--- src/rtl/rover_pkg.sv ---
// Shared rover motion types: arbiter state, H-bridge coast pattern, and the
// shoot-through check applied to every proposed H-bridge pattern.
package rover_pkg;

  typedef enum logic [1:0] {
    ST_IDLE = 2'd0,
    ST_FWD  = 2'd1,
    ST_REV  = 2'd2,
    ST_DEAD = 2'd3
  } arb_state_e;

  typedef enum logic {
    DIR_FWD = 1'b0,
    DIR_REV = 1'b1
  } dir_e;

  localparam logic [3:0] HB_COAST = 4'b0000;

  // A leg with both switches on shorts the supply.
  function automatic logic shoot_through(input logic [3:0] ins);
    return (ins[1:0] == 2'b11) || (ins[3:2] == 2'b11);
  endfunction

  function automatic logic [3:0] safe_drive(input logic [3:0] ins);
    return shoot_through(ins) ? HB_COAST : ins;
  endfunction

endpackage

--- src/rtl/dead_time_counter.sv ---
// Saturating interval counter: cleared by load, advances while count is high,
// reports done on the last of MAX counted cycles and holds there.
module dead_time_counter #(
  parameter int unsigned MAX = 8
) (
  input  logic clock,
  input  logic reset_n,
  input  logic load,
  input  logic count,
  output logic done
);

  localparam int unsigned W = (MAX > 1) ? $clog2(MAX) : 1;
  localparam logic [W-1:0] LAST = W'(MAX - 1);

  logic [W-1:0] cnt_q, cnt_d;

  always_comb begin
    cnt_d = cnt_q;
    if (load) begin
      cnt_d = '0;
    end else if (count && (cnt_q != LAST)) begin
      cnt_d = cnt_q + W'(1);
    end
  end

  always_ff @(posedge clock) begin
    if (!reset_n) begin
      cnt_q <= '0;
    end else begin
      cnt_q <= cnt_d;
    end
  end

  assign done = count && (cnt_q == LAST);

endmodule

--- src/rtl/motion_arbiter.sv ---
// Forward/reverse H-bridge arbiter with enforced dead time between grants.
// Optional grant watchdog with sticky fault: define MOTION_ARB_WATCHDOG_EN.
module motion_arbiter
  import rover_pkg::*;
#(
  parameter int unsigned DEAD_CYCLES = 200000,
  parameter int unsigned WD_CYCLES   = 50000000
) (
  input  logic       clock,
  input  logic       reset_n,
  input  logic       can_move,
  input  logic       fwd_req,
  input  logic       rev_req,
  input  logic [3:0] fwd_ins,
  input  logic [3:0] rev_ins,
  input  logic       ir_front,
  input  logic       ir_back,
  output logic [3:0] hbridge_ins,
  output logic       fwd_grant,
  output logic       rev_grant,
  output logic       is_moving,
  output logic       fault
);

  if (DEAD_CYCLES == 0 || WD_CYCLES == 0) begin : g_bad_cfg
    $error("motion_arbiter: DEAD_CYCLES and WD_CYCLES must be non-zero");
  end

  arb_state_e state_q, state_d;
  dir_e       last_q, last_d;
  logic [3:0] hb_q, hb_d;
  logic       fwd_grant_q, fwd_grant_d;
  logic       rev_grant_q, rev_grant_d;
  logic       moving_q, moving_d;
  logic       fault_q;
  logic       dead_done;
  logic       wd_trip;
  logic       fwd_hold, rev_hold, fwd_ok, rev_ok;

  assign fwd_hold = can_move && fwd_req && !ir_front;
  assign rev_hold = can_move && rev_req && !ir_back;
  assign fwd_ok   = fwd_hold && !fault_q;
  assign rev_ok   = rev_hold && !fault_q;

  dead_time_counter #(.MAX(DEAD_CYCLES)) u_dead (
    .clock  (clock),
    .reset_n(reset_n),
    .load   (state_q != ST_DEAD),
    .count  (state_q == ST_DEAD),
    .done   (dead_done)
  );

`ifdef MOTION_ARB_WATCHDOG_EN
  logic granted;
  assign granted = (state_q == ST_FWD) || (state_q == ST_REV);

  dead_time_counter #(.MAX(WD_CYCLES)) u_wd (
    .clock  (clock),
    .reset_n(reset_n),
    .load   (!granted),
    .count  (granted),
    .done   (wd_trip)
  );

  // Sticky until reset; blocks every later grant.
  always_ff @(posedge clock) begin
    if (!reset_n) begin
      fault_q <= 1'b0;
    end else if (wd_trip) begin
      fault_q <= 1'b1;
    end
  end
`else
  assign wd_trip = 1'b0;
  assign fault_q = 1'b0;
`endif

  always_ff @(posedge clock) begin
    if (!reset_n) begin
      state_q     <= ST_IDLE;
      last_q      <= DIR_REV;
      hb_q        <= HB_COAST;
      fwd_grant_q <= 1'b0;
      rev_grant_q <= 1'b0;
      moving_q    <= 1'b0;
    end else begin
      state_q     <= state_d;
      last_q      <= last_d;
      hb_q        <= hb_d;
      fwd_grant_q <= fwd_grant_d;
      rev_grant_q <= rev_grant_d;
      moving_q    <= moving_d;
    end
  end

  always_comb begin
    state_d = state_q;
    last_d  = last_q;
    unique case (state_q)
      ST_IDLE: begin
        // On a tie the direction not served last goes first.
        if (fwd_ok && (!rev_ok || (last_q == DIR_REV))) begin
          state_d = ST_FWD;
          last_d  = DIR_FWD;
        end else if (rev_ok) begin
          state_d = ST_REV;
          last_d  = DIR_REV;
        end
      end
      ST_FWD: begin
        if (!fwd_hold || wd_trip) state_d = ST_DEAD;
      end
      ST_REV: begin
        if (!rev_hold || wd_trip) state_d = ST_DEAD;
      end
      ST_DEAD: begin
        if (dead_done) state_d = ST_IDLE;
      end
      default: state_d = ST_IDLE;
    endcase
  end

  // Outputs follow the state being entered so they change on the same edge.
  always_comb begin
    hb_d        = HB_COAST;
    fwd_grant_d = 1'b0;
    rev_grant_d = 1'b0;
    moving_d    = 1'b0;
    case (state_d)
      ST_FWD: begin
        fwd_grant_d = 1'b1;
        moving_d    = 1'b1;
        hb_d        = safe_drive(fwd_ins);
      end
      ST_REV: begin
        rev_grant_d = 1'b1;
        moving_d    = 1'b1;
        hb_d        = safe_drive(rev_ins);
      end
      default: ;
    endcase
  end

  assign hbridge_ins = hb_q;
  assign fwd_grant   = fwd_grant_q;
  assign rev_grant   = rev_grant_q;
  assign is_moving   = moving_q;
  assign fault       = fault_q;

endmodule

--- config.mk ---
export PLATFORM = sky130hd
export DESIGN_NAME = motion_arbiter
export DESIGN_NICKNAME = d
export VERILOG_FILES = /design/src/rtl/rover_pkg.sv /design/src/rtl/dead_time_counter.sv /design/src/rtl/motion_arbiter.sv
export SDC_FILE = /design/constraint.sdc
export NUM_CORES = 1
export LEC_CHECK = 0
export CORE_AREA = 2 2 58 60
export CTS_CLUSTER_SIZE = 24
export DETAILED_ROUTE_END_ITERATION = 10
export DIE_AREA = 0 0 60 62
export PLACE_DENSITY = 0.7
export SYNTH_ARGS = -nofsm -noshare
export SYNTH_HDL_FRONTEND = slang
export SYNTH_SLANG_ARGS = --single-unit
--- constraint.sdc ---
create_clock -name clock -period 2 [get_ports clock]
set_input_delay 0.4 -clock clock [delete_from_list [all_inputs] [get_ports clock]]
set_output_delay 0.4 -clock clock [all_outputs]
set_load 0.03 [all_outputs]
==> qor.csv, run 1 <==
metric,value,unit
top-count cell post-synth,dfxtp_1,
vias per inst,5.40,
Die Ht,62,µm
IO Count,23,
register bit total from synthesis,28,
P per Cell Area,594,nW/µm²
Post-Synthesis Cells,153,
"Hold Violations, Final",0,
Net Switching,0.325,mW
hpwl dp,2590,µm
Synth cell types,45,
top post-synthesis cells by area,"dfxtp_1, xnor2_1, nor2_1",
dpl cell area,1770,µm²
CP max FO,4,
fin crit period,1.99,ns
Static Leak,0.662,nW
R2R setup slack,0.01,ns
CP max stage cell,dfxtp_2,
initial antenna violation count,0,
Post-synth top flop,dfxtp_1,
vias in the first global route,1246,
CTS H-tree depth,1,
run status,completed,
number of flops mapped to enable cells by yosys,0,
FP Rows,21,
worst-case clock buffer depth,2,
Final setup viols,0,
crit start category,register,
Max-cap violations,0,
Detailed Routing Iterations Pass 1,4,
Post-Syn Area,1340,µm²
switching share of power,29.3,%
n_diodes,0,
TritonCTS Buffers,3,
ratio of cells with drive above 1 in the final layout,23.4,%
Internal Power,0.787,mW
global-route wire length before repair,5420,µm
most frequent cells after synthesis,"dfxtp_1, nor2_1, inv_1",
nets,217,
Worst Path Arrival,2.26,ns
Final Worst Setup Slack,0.0101,ns
Skew-Pair Late Insertion Delay,0.33,ns
sequential fraction of the synthesis area,41.9,%
gr usage total,19.2,%
top-area cell type share of the netlist area,41.9,%
Iter 0 DRT Violations,55,
Initial Util,42.1,%
pre-CTS setup slack,-0.397,ns
fin cells,243,
routed via count,1312,
worst-path cell chain,nor4b_4 > and3_4 > nand2_4 > a22oi_2 > ha_2 > inv_2 > a221oi_4 > a22oi_1 > nor2_1,
Synth Area per Inst,8.74,µm²
Seq pwr share,55.2,%
Detailed Route WL,3300,µm
max-slew violation count,0,
Routed wire per std cell,13.6,µm
critical path type,register to register,
clock sink count,28,
area delta synth->final,40.1,%
syn_nets,171,
"Remaining Overflow, GRT",0,
Power Total,1.11,mW
clock group share of total power,21.0,%
worst min-delay path class,register to register,
DR DRC count,0,
design area,1870,µm²
VDD IR-drop max,0.000274,V
Die Area,3720,µm²
Async SR Flop Fraction,0,%
"Reg clk slew, reported paths",0.14,ns
Crit path max-delay family,simple AND/OR/NAND/NOR gates,
YS warnings,0,
fin crit share,99.5,%
Cells after DPL,239,
Clock Skew,0.00838,ns
core area,3180,µm²
Antenna Nets Post-Route,0,
biggest area consumer among synthesized cells,dfxtp_1,
IO buf count,21,
Die W,60,µm
RSZ-0062 raised after global routing,true,
largest net degree at the start of global routing,15,
Worst setup EP type,register,
CP max stage delay,0.36,ns
CTS tree,built,
Worst Path Required,2.27,ns
Comb power frac,23.9,%
CTS root buffer,clkbuf_4,
Final GP Congestion,0.776,
WP buf/inv,1,
FMAX,503,MHz
## flip-flops by register name (all words and copies together), names as in the netlist
signal,flops
state_q,2
rev_grant,1
is_moving,1
last_q,1
u_dead.cnt_q,18
fwd_grant,1
hbridge_ins,4
## cell type report
type	count	area (µm²)
tap	46	57.6
inverter	9	33.8
clock buffer	3	22.5
multi-input combinational	112	806
fill	280	1310
timing repair buffer	45	390
sequential	28	564
## worst paths after layout
path / startpoint / to / cells after the start
worst max register to register: u_dead.cnt_q[7] / hbridge_ins[1] / 9
worst min-delay path: u_dead.cnt_q[17] / u_dead.cnt_q[17] / 2
worst max-delay path: u_dead.cnt_q[7] / hbridge_ins[1] / 9
worst min register to register: u_dead.cnt_q[17] / u_dead.cnt_q[17] / 2
## metrics by stage
| step | utilization (%) | hold WS [ns] | TNS [ns] |
|---|---|---|---|
| after floorplan | - | 0.442 | 0 |
| after global placement | 55.7 | 0.471 | -1.11 |
| after detailed placement | 55.7 | 0.482 | -1.85 |
| after CTS | 58.5 | 0.505 | 0 |
| after global routing | 59.0 | 0.534 | -0.437 |
| final | 59.0 | 0.501 | 0 |
## cells in the final DEF (no fill, tap or decap), drive strengths merged, types with 3 or more instances in the layout
| cell | netlist | layout |
|---|---|---|
| nor2 | 15 | 15 |
| clkbuf | 3 | 3 |
| dfxtp | 28 | 28 |
| a22oi | 5 | 5 |
| clkdlybuf4s50 | 0 | 21 |
| nor4 | 3 | 3 |
| a21oi | 6 | 6 |
| nor3 | 6 | 6 |
| ha | 3 | 3 |
| inv | 9 | 9 |
| nand2 | 7 | 7 |
| o21ai | 5 | 5 |
| a31oi | 3 | 3 |
| and3 | 3 | 3 |
| and2 | 8 | 8 |
| xnor2 | 7 | 7 |
| or4 | 3 | 3 |
| buf | 1 | 24 |
| nand3 | 7 | 7 |
| nand4 | 4 | 4 |
## per-layer routing
metal	wire, µm	vias to the layer above	track usage [%]
met5	0	-	0
met4	48	0	6.67
met3	156	5	3.52
met2	1700	37	36.3
met1	1390	610	21.5
li1	-	660	-
## timing repair
item | in CTS | in global routing
pin swaps | 6 | 5
buffers inserted | 1 | 0
resized for setup | 11 | 6
hold buffers | 0 | 0
endpoints found under the setup margin | 4 | 5
## power by group through the flow
stage | logic [mW] | registers, mW | clock network [mW]
floorplan | 0.117 | 0.646 | 0
global placement | 0.236 | 0.621 | 0
detailed placement | 0.246 | 0.624 | 0
CTS | 0.260 | 0.613 | 0.240
global route | 0.288 | 0.618 | 0.256
finish | 0.265 | 0.614 | 0.233
## worst min-delay path, delay by kind of cell (launching register included)
family | cells | cell delay (ns)
compound gates | 2 | 0.11
flops | 1 | 0.36
## kinds of logic after synthesis
kind of cell / synth area share, %
simple gates: 28.1
other cells: 0.280
flops: 41.9
xor+xnor: 4.58
buf+inv: 3.93
fa+ha+maj: 2.81
compound gates: 18.4
Note: power is estimated with default switching activity, not from simulation.
==> inputs of run 2 (changes only) <==
Settings changed: CELL_PAD_IN_SITES_DETAIL_PLACEMENT from default to 2, CELL_PAD_IN_SITES_GLOBAL_PLACEMENT from default to 2, CORE_AREA 2 2 58 60 to 2 2 73 75, DIE_AREA 0 0 60 62 to 0 0 75 77, PLACE_DENSITY 0.7 to default, PLACE_DENSITY_LB_ADDON from default to 0.1.
==> qor.csv, run 2 (synthesis results as in run 1) <==
metric,value,unit
"Hold Violations, Final",0,
vias per inst,4.92,
vias in the first global route,1565,
Die W,75,µm
max reg flops,18,
Max-cap violations,0,
Initial Util,26.9,%
worst-case clock buffer depth,2,
Iter 0 DRT Violations,23,
VDD IR-drop max,0.000372,V
pre-CTS setup slack,-0.533,ns
P per Cell Area,681,nW/µm²
CTS H-tree depth,1,
Antenna Nets Post-Route,0,
"commonest non-fill, non-tap cells in the layout","buf_4, dfxtp_1, clkdlybuf4s50_1, nor2_1",
metal2 WL,2440,µm
CTS root buffer,clkbuf_8,
CP max stage cell,dfxtp_2,
FMAX,504,MHz
Crit path max-delay family,simple AND/OR/NAND/NOR gates,
crit start category,register,
fin crit period,1.98,ns
RSZ-0062 raised after global routing,true,
TritonCTS Buffers,3,
n_diodes,0,
IO buf count,21,
CP max FO,4,
Detailed Routing Iterations Pass 1,4,
ratio of cells with drive above 1 in the final layout,27.3,%
Final setup viols,0,
initial antenna violation count,0,
CTS tree,built,
critical path type,register to register,
setup_tns,0,ns
core area,4980,µm²
Worst Path Arrival,2.21,ns
Final Worst Setup Slack,0.0159,ns
DR DRC count,0,
Routed wire per std cell,16.4,µm
max-slew violation count,0,
Top Metal Used,met4,
hpwl dp,3470,µm
largest net degree at the start of global routing,17,
Top reg by flops,u_dead.cnt_q,
Worst setup EP type,register,
FP Rows,26,
nets,224,
IO Count,23,
"Reg clk slew, reported paths",0.10,ns
run status,completed,
area delta synth->final,50.8,%
Die Ht,77,µm
Skew-Pair Late Insertion Delay,0.28,ns
worst-path cell chain,nor4b_2 > buf_4 > and3_4 > nand2_4 > a22oi_2 > ha_2 > inv_2 > a221oi_4 > a22oi_1 > nor2_1,
worst min-delay path class,register to register,
fin cells,275,
"commonest non-fill, non-tap cell in the layout",buf_4,
Static Leak,0.727,nW
clock sink count,28,
gr usage total,16.6,%
Worst Path Required,2.23,ns
fin crit share,99.2,%
"Remaining Overflow, GRT",0,
met1 WL,1920,µm
Final GP Congestion,0.840,
WP buf/inv,2,
Cells after DPL,268,
Die Area,5780,µm²
global-route wire length before repair,7400,µm
hold-fix buffers at CTS,0,
Clock Skew,0.00529,ns
met3 WL,109,µm
routed via count,1354,
Detailed Route WL,4510,µm
CP max stage delay,0.34,ns
[run 2: cell types whose count changed in the layout (fill, tap and decap cells not counted), moves of 3 or more]
cell	delta
buf_4	+7
clkbuf_4	-3
clkbuf_8	+3
clkdlybuf4s50_1	-3
dlygate4sd2_1	+3
[run 2: worst reg2reg max path, cell delays in order, from the launching register on]
cell and delay (ns):
dfxtp_2 0.34, nor4b_2 0.26, buf_4 0.15, and3_4 0.20
nand2_4 0.07, a22oi_2 0.17, ha_2 0.21, inv_2 0.04
a221oi_4 0.25, a22oi_1 0.14, nor2_1 0.10
[run 2: area by class of cell]
type / count / area (µm²)
Fill cell: 560 / 2960
Multi-Input combinational cell: 112 / 820
Sequential cell: 28 / 566
Timing Repair Buffer: 52 / 439
Tap cell: 70 / 87.6
Clock buffer: 3 / 41.3
Inverter: 9 / 33.8
Clock inverter: 1 / 30.0
[run 2: power by group]
part,switching [mW],leakage (nW),internal [mW]
Clock,0.194,0.0357,0.268
Sequential,0.0264,0.229,0.585
Combinational,0.156,0.463,0.143
Total,0.376,0.727,0.996
[run 2: metal layers]
| metal | track usage (%) | vias up |
|---|---|---|
| li1 | - | 666 |
| met1 | 20.0 | 665 |
| met2 | 30.3 | 18 |
| met3 | 2.37 | 5 |
| met4 | 3.21 | 0 |
| met5 | 0 | - |
[run 2: path summary, 6_finish.rpt]
path                          from                to  slack [ns]  depth (start not counted)
hold / removal    u_dead.cnt_q[17]  u_dead.cnt_q[17]        0.52                          2
setup reg to reg  u_dead.cnt_q[14]    hbridge_ins[0]        0.02                         10
hold reg to reg   u_dead.cnt_q[17]  u_dead.cnt_q[17]        0.52                          2
setup / recovery  u_dead.cnt_q[14]    hbridge_ins[0]        0.02                         10
[run 2: through the flow]
step                hold WS (ns)  total power, mW  cell area (µm²)  util [%]
finish                     0.518             1.37             2020      40.5
global route               0.562             1.44             2020      40.5
CTS                        0.513             1.38             2000      40.2
detailed placement         0.490            0.893             1840      37.0
global placement           0.477            0.881             1840      37.0
floorplan                  0.442            0.762             1350         -
[run 2: what timing repair did]
item | CTS | global route
pin swaps | 9 | 2
resized for setup | 17 | 5
buffers inserted | 3 | 0
endpoints found under the setup margin | 5 | 7
==> inputs of run 3 (changes only) <==
Settings changed: CTS_CLUSTER_DIAMETER from default to 30, SLEW_MARGIN from default to 30.
==> results of run 3 <==
No change in the layout: final DEF, timing and power equal those of run 2.
